File: src/rtl/pipeline_ctrl.sv
// Stall/flush controller for the 5-stage pipeline: merges hazard, busy, memory-wait,
// branch and exception requests into per-register hold/bubble vectors and PC redirect.
module pipeline_ctrl #(
    parameter int unsigned RESET_HOLD = 2,
    parameter logic [31:0] EXC_VECTOR = 32'h0000_0004
) (
    input  logic        clock,
    input  logic        reset,
    input  logic        id_stall_req_in,
    input  logic        ex_stall_req_in,
    input  logic        mem_stall_req_in,
    input  logic        branch_taken_in,
    input  logic [31:0] branch_target_in,
    input  logic        exception_in,
    output logic [4:0]  stall_out,
    output logic [4:0]  flush_out,
    output logic        pc_redirect_out,
    output logic [31:0] pc_target_out,
    output logic [31:0] stall_count_out
);

    typedef enum logic [1:0] {
        S_HOLD,
        S_RUN,
        S_EXC
    } state_t;

    localparam logic [3:0] HOLD_INIT = 4'(RESET_HOLD - 1);

    state_t     state;
    state_t     state_nxt;
    logic [3:0] hold_cnt;

    // NOTE: sequential state uses non-blocking assignments so every register samples pre-edge values.
    always_ff @(posedge clock or posedge reset) begin
        if (reset) begin
            state    <= S_HOLD;
            hold_cnt <= HOLD_INIT;
        end else begin
            state <= state_nxt;
            if (state == S_HOLD && hold_cnt != 4'd0) begin
                hold_cnt <= hold_cnt - 4'd1;
            end
        end
    end

    // NOTE: every output gets a default first so no path through the case infers a latch.
    always_comb begin
        state_nxt       = state;
        stall_out       = 5'b00000;
        flush_out       = 5'b00000;
        pc_redirect_out = 1'b0;
        pc_target_out   = 32'h0000_0000;

        if (reset) begin
            stall_out = 5'b11111;
            flush_out = 5'b11110;
        end else begin
            unique case (state)
                S_HOLD: begin
                    stall_out = 5'b11111;
                    if (hold_cnt == 4'd0) begin
                        state_nxt = S_RUN;
                    end
                end
                S_RUN: begin
                    if (exception_in) begin
                        flush_out       = 5'b11110;
                        pc_redirect_out = 1'b1;
                        pc_target_out   = EXC_VECTOR;
                        state_nxt       = S_EXC;
                    end else if (mem_stall_req_in) begin
                        stall_out = 5'b01111;
                        flush_out = 5'b10000;
                    end else if (ex_stall_req_in) begin
                        stall_out = 5'b00111;
                        flush_out = 5'b01000;
                    end else if (id_stall_req_in) begin
                        stall_out = 5'b00011;
                        flush_out = 5'b00100;
                    end else if (branch_taken_in) begin
                        // Delay slot in IF/ID proceeds, so a taken branch flushes nothing.
                        pc_redirect_out = 1'b1;
                        pc_target_out   = branch_target_in;
                    end
                end
                S_EXC: begin
                    // Squash the wrong-path fetch beat; exception_in is ignored here.
                    flush_out = 5'b00110;
                    state_nxt = S_RUN;
                end
                default: begin
                    state_nxt = S_HOLD;
                end
            endcase
        end
    end

    always_ff @(posedge clock or posedge reset) begin
        if (reset) begin
            stall_count_out <= 32'h0000_0000;
        end else if (state == S_RUN && stall_out[0] && stall_count_out != 32'hFFFF_FFFF) begin
            stall_count_out <= stall_count_out + 32'd1;
        end
    end

endmodule

File: config.mk
export PLATFORM = sky130hd
export DESIGN_NAME = pipeline_ctrl
export DESIGN_NICKNAME = d
export VERILOG_FILES = /design/src/rtl/pipeline_ctrl.sv
export SDC_FILE = /design/constraint.sdc
export NUM_CORES = 1
export LEC_CHECK = 0
export ABC_CLOCK_PERIOD_IN_PS = 2500
export BUFFER_PORTS_ARGS = -buffer_cell sky130_fd_sc_hd__buf_2
export CORE_MARGIN = 2
export CORE_UTILIZATION = 48
export CTS_BUF_LIST = sky130_fd_sc_hd__clkbuf_2 sky130_fd_sc_hd__clkbuf_4 sky130_fd_sc_hd__clkbuf_8
export DETAILED_ROUTE_END_ITERATION = 8
export GPL_ROUTABILITY_DRIVEN = 0
export PLACE_DENSITY_LB_ADDON = 0.1
export RECOVER_POWER = 50
export SYNTH_ARGS = -nofsm -noshare
export SYNTH_HDL_FRONTEND = slang
export SYNTH_SLANG_ARGS = --single-unit
File: constraint.sdc
create_clock -name clock -period 2.5 [get_ports clock]
set_input_delay 0.25 -clock clock [delete_from_list [all_inputs] [get_ports clock]]
set_output_delay 0.25 -clock clock [all_outputs]
set_load 0.005 [all_outputs]
-- Yosys cells after proc, flatten, opt, wreduce, memory -nomap -nowiden
Index checks and enable logic that the tools add are counted.
- logic and storage cells: 47
- input port bits: 39
- flip-flop bits (word level): 38
- output and inout bits: 75
- add/subtract/negate cells: 2
- bitwise logic cells: 1
- eq/ne operators: 5
- reduce and logical (&&, ||, !) cells: 7
- multiplexer cells: 29
- operators with widths (cell ; count):
    32-bit 2-to-1 mux ; 7
    32-bit by 1-bit adder with 32-bit output (second input constant) ; 1
    32-bit != test (second input constant) ; 1
    5-bit 2-to-1 mux ; 4
    5-bit one-hot mux with 2 select lines ; 2
    4-bit 2-to-1 mux ; 3
    1-bit 2-to-1 mux ; 7
    2-bit 2-to-1 mux ; 3
    3-bit 2-to-1 mux ; 2
    2-bit one-hot mux with 3 select lines ; 1
    4-bit logical NOT ; 1
    4-bit nonzero test ; 1
    4-bit by 1-bit subtractor with 4-bit output (second input constant) ; 1
    1-bit logical AND ; 3
    3-bit AND reduction ; 1
    2-bit by 1-bit equality test with 1-bit output (second input constant) ; 1
    2-bit equality test (second input constant) ; 1
    2-bit logical NOT ; 1
    2-bit by 1-bit != test with 1-bit output (second input constant) ; 1
    2-bit != test (second input constant) ; 1
    1-bit NOT ; 1

-- Depth between registers and ports, before layout
- word-level depth: 8
- gate-level depth with buffers: 8
- mapped depth without buffers: 7

-- Worst setup path after synthesis
OpenSTA, ideal clock, no wires.
- path kind: input to output
- start point: in reset
- end point: out flush_out[2]
- setup slack: 0.522 ns
- path buffers: 0
- data required time: 2.250 ns
- data arrival time: 1.728 ns
- stages: 3
- path through: inv_1 -> o21ai_0 -> a41o_1
- word-level cells in the longest chain between the ends: 1
- ends and longest elaborated chain (element ; line ; text):
    start: declaration ; 8 ; input logic reset,
    5-bit 2-to-1 mux ; 55 ; if (reset) begin
    end: declaration ; 16 ; output logic [4:0] flush_out,
Every way passes these cells.

-- Final worst setup path
- start point: reg state[1]
- end point: out pc_target_out[30]
- word-level cells in the longest chain between the ends: 3
- ends and longest elaborated chain (element ; line ; text):
    start: declaration ; 30 ; state_t state;
    start signal: assignment ; 40 ; state <= state_nxt;
    2-bit by 1-bit equality test with 1-bit output ; 59 ; unique case (state)
    32-bit 2-to-1 mux ; 59 ;
    32-bit 2-to-1 mux ; 55 ;
    end: declaration ; 18 ; output logic [31:0] pc_target_out,
Every way passes these cells.

==> flow_summary.yaml <==
floorplanning:
  die_w_um: 73.13
  num_rows: 25
  coreArea_um2: 4661
  dieArea_um2: 5347
  start_util: 0.4921
  die_y_um: 73.13
  pin_count: 114
yosys:
  yosys_warnings: 0
  synthArstFlopShare: 1.000
  synthCells: 247
  synth_area_leaders: "dfrtp_1, xor2_1, and2_1"
  synth_nets: 291
  synth-seq-cells: 38
  synth_top_area_share: 0.4037
  syn_area_um2: 2293
  synth_top_cell_by_area: "dfrtp_1"
  ys_seq_area_frac: 0.4152
  yosysUniqueCellTypes: 35
  synth_edf_count: 0
  syn-mean-instance-area_um2: 9.285
  yosys_most_used_dff: "dfrtp_1"
grt:
  busiest_layer: "met2"
  grt_first_pass_wirelength_um: 9280
  overflow: 0
  grtUsageMet3: 0.04558
  antenna_found_initial: 0
  met2_usage: 0.4024
  grt_max_degree: 32
  met1_usage: 0.2658
  grt_pass1_vias: 2062
  grt_usage: 0.2215
setup_path:
  crit_end: "pc_target_out[30]"
  end_kind: "primary output"
  reg2reg_to: "stall_count_out[25]"
  rrSetupSlack_ps: 400
  worstSetupStartpointType: "flop"
  crit_type: "flop to primary output"
  critical_path_arrival_ps: 2030
  startpoint: "state[1]"
  required_ps: 2250
  r2r_cells: 7
  r2r-start: "stall_count_out[0]"
  path_max_fanout: 31
cells_and_area:
  postLayoutCoreUtil: 0.6553
  drive_gt1_frac: 0.3388
  fin_cells: 420
  area_growth_pct: 33.17
  num_antenna_cells: 0
  mostFrequentLayoutCell: "buf_2"
  nNetsFinal: 409
  final_cell_mix: "buf_2, dfrtp_1, and2_1"
  fin_area_um2: 3054
flow_run:
  drv_cap: 0
sta:
  max_freq_mhz: 438.7
  fin_tns_setup_ps: 0
  hold_violations: 0
  min_period_ps: 2279
  timing.hold.ws_ps: 32.52
  rsz0062_at_grt: "false"
  slew_viol_final: 0
  slew_headroom: 0.06221
  finalSetupViolCount: 0
  skew_ps: 10.16
  tightestPinTransition_ps: 1407
  period_share: 0.9118
route:
  wirelength_um: 5732
  ant_nets: 0
  post_drt_wl_per_cell_um: 13.65
  drtPass1Iterations: 5
  drtIter0Drc: 77
  via_per_inst: 5.207
  drc: 0
  vias: 2187
cts:
  path_clk_slew_ps: 80
  cts_htree_levels: 2
  clk_latency_ps: 300
  cts_resized: 0
  cts.sinks: 38
  cts_hold_buf: 0
  clock_path_buffers: 2
  cts_tree: "built"
  cts_setup_buffers: 0
  cts_buffers: 5
  clockRootBuffer: "clkbuf_8"
power_and_ir_drop:
  irDropWorstVdd_mv: 0.2870
  power_density_nw_per_um2: 629.6
  p_leak_nw: 1.763
placed_design:
  io_buffers: 112
  post_dp_cell_area_um2: 2938
  dp.cells: 412
  hpwl_um: 4505
status:
  status: "complete, no violations"
min_path:
  hold_path_class: "input pin to asynchronous set/reset pin"
[area by class of cell]
class | instances | area (um2)
clock buffer | 5 | 68.82
clock inverter | 3 | 68.82
fill | 396 | 1607
inverter | 12 | 45.04
multi-input combinational | 188 | 1252
sequential | 38 | 952.2
tap | 54 | 67.56
timing repair buffer | 120 | 599.3
[cells in the mapped netlist (3+ instances only)]
| cell type | instances |
|---|---|
| o21ai_0 | 9 |
| nor2_1 | 15 |
| a21oi_1 | 6 |
| nand2b_1 | 3 |
| dfrtp_1 | 37 |
| nor3_1 | 16 |
| and2_1 | 32 |
| inv_1 | 12 |
| ha_1 | 5 |
| nor4_1 | 8 |
| nand4_1 | 9 |
| clkbuf_1 | 5 |
| buf_4 | 4 |
| nand3_1 | 10 |
| nand2_1 | 21 |
| xor2_1 | 30 |
[state kept, by name, summed over array words and instances, names as in the netlist]
| signal | cells |
|---|---|
| stall_count_out | 32 |
| hold_cnt | 4 |
| state | 2 |
[worst max-delay path: stages, from the launching register on]
cell      delay, ps
dfrtp_1         420
inv_1           100
ha_1            280
nand2b_1        210
nor3b_2         190
buf_4           250
and2_1          160
buf_2           110
[stage by stage]
step / worst slack [ps] / total power [mW]
2_1_floorplan: 521.8 / 1.088
3_3_place_gp: 449.7 / 1.300
3_5_place_dp: 400.3 / 1.317
4_1_cts: 191.0 / 1.946
5_1_grt: 19.27 / 2.037
6_report: 220.6 / 1.923
[routing by layer]
metal | wire (um) | part of all wire | vias up
li1 | - | - | 1079
met1 | 2293 | 0.40 | 1013
met2 | 3040 | 0.53 | 90
met3 | 340 | 0.059 | 5
met4 | 58 | 0.010 | 0
met5 | 0 | 0 | -
[kinds of logic (layout without fill, tap and decap cells)]
family / count (synthesis) / after routing / share of synthesized area
other: 1 / 1 / 0.001635
AOI/OAI and AO/OA: 20 / 20 / 0.05401
adders and majority gates: 5 / 5 / 0.02728
DFF: 38 / 38 / 0.4152
xor gates and xnor gates: 32 / 32 / 0.1222
muxes: 2 / 2 / 0.009819
and+or+nand+nor: 128 / 128 / 0.3290
buffers and inverters: 21 / 140 / 0.04092
[power by group]
part / switching (mW) / internal [mW] / leakage [nW]
Combinational: 0.303 / 0.227 / 1.18
Clock: 0.229 / 0.400 / 0.0683
Sequential: 0.0856 / 0.679 / 0.513
Total: 0.617 / 1.31 / 1.76
[worst min path at each step]
stage,start,endpoint,slack (ps),cells past startpoint
global route,reset,stall_count_out[19],90,2
detailed placement,reset,hold_cnt[3],360,2
global placement,reset,state[1],350,2
floorplan,hold_cnt[3],hold_cnt[3],460,1
CTS,reset,stall_count_out[19],40,2
finish,reset,stall_count_out[19],30,2
Power figures use the tool's default switching activity.
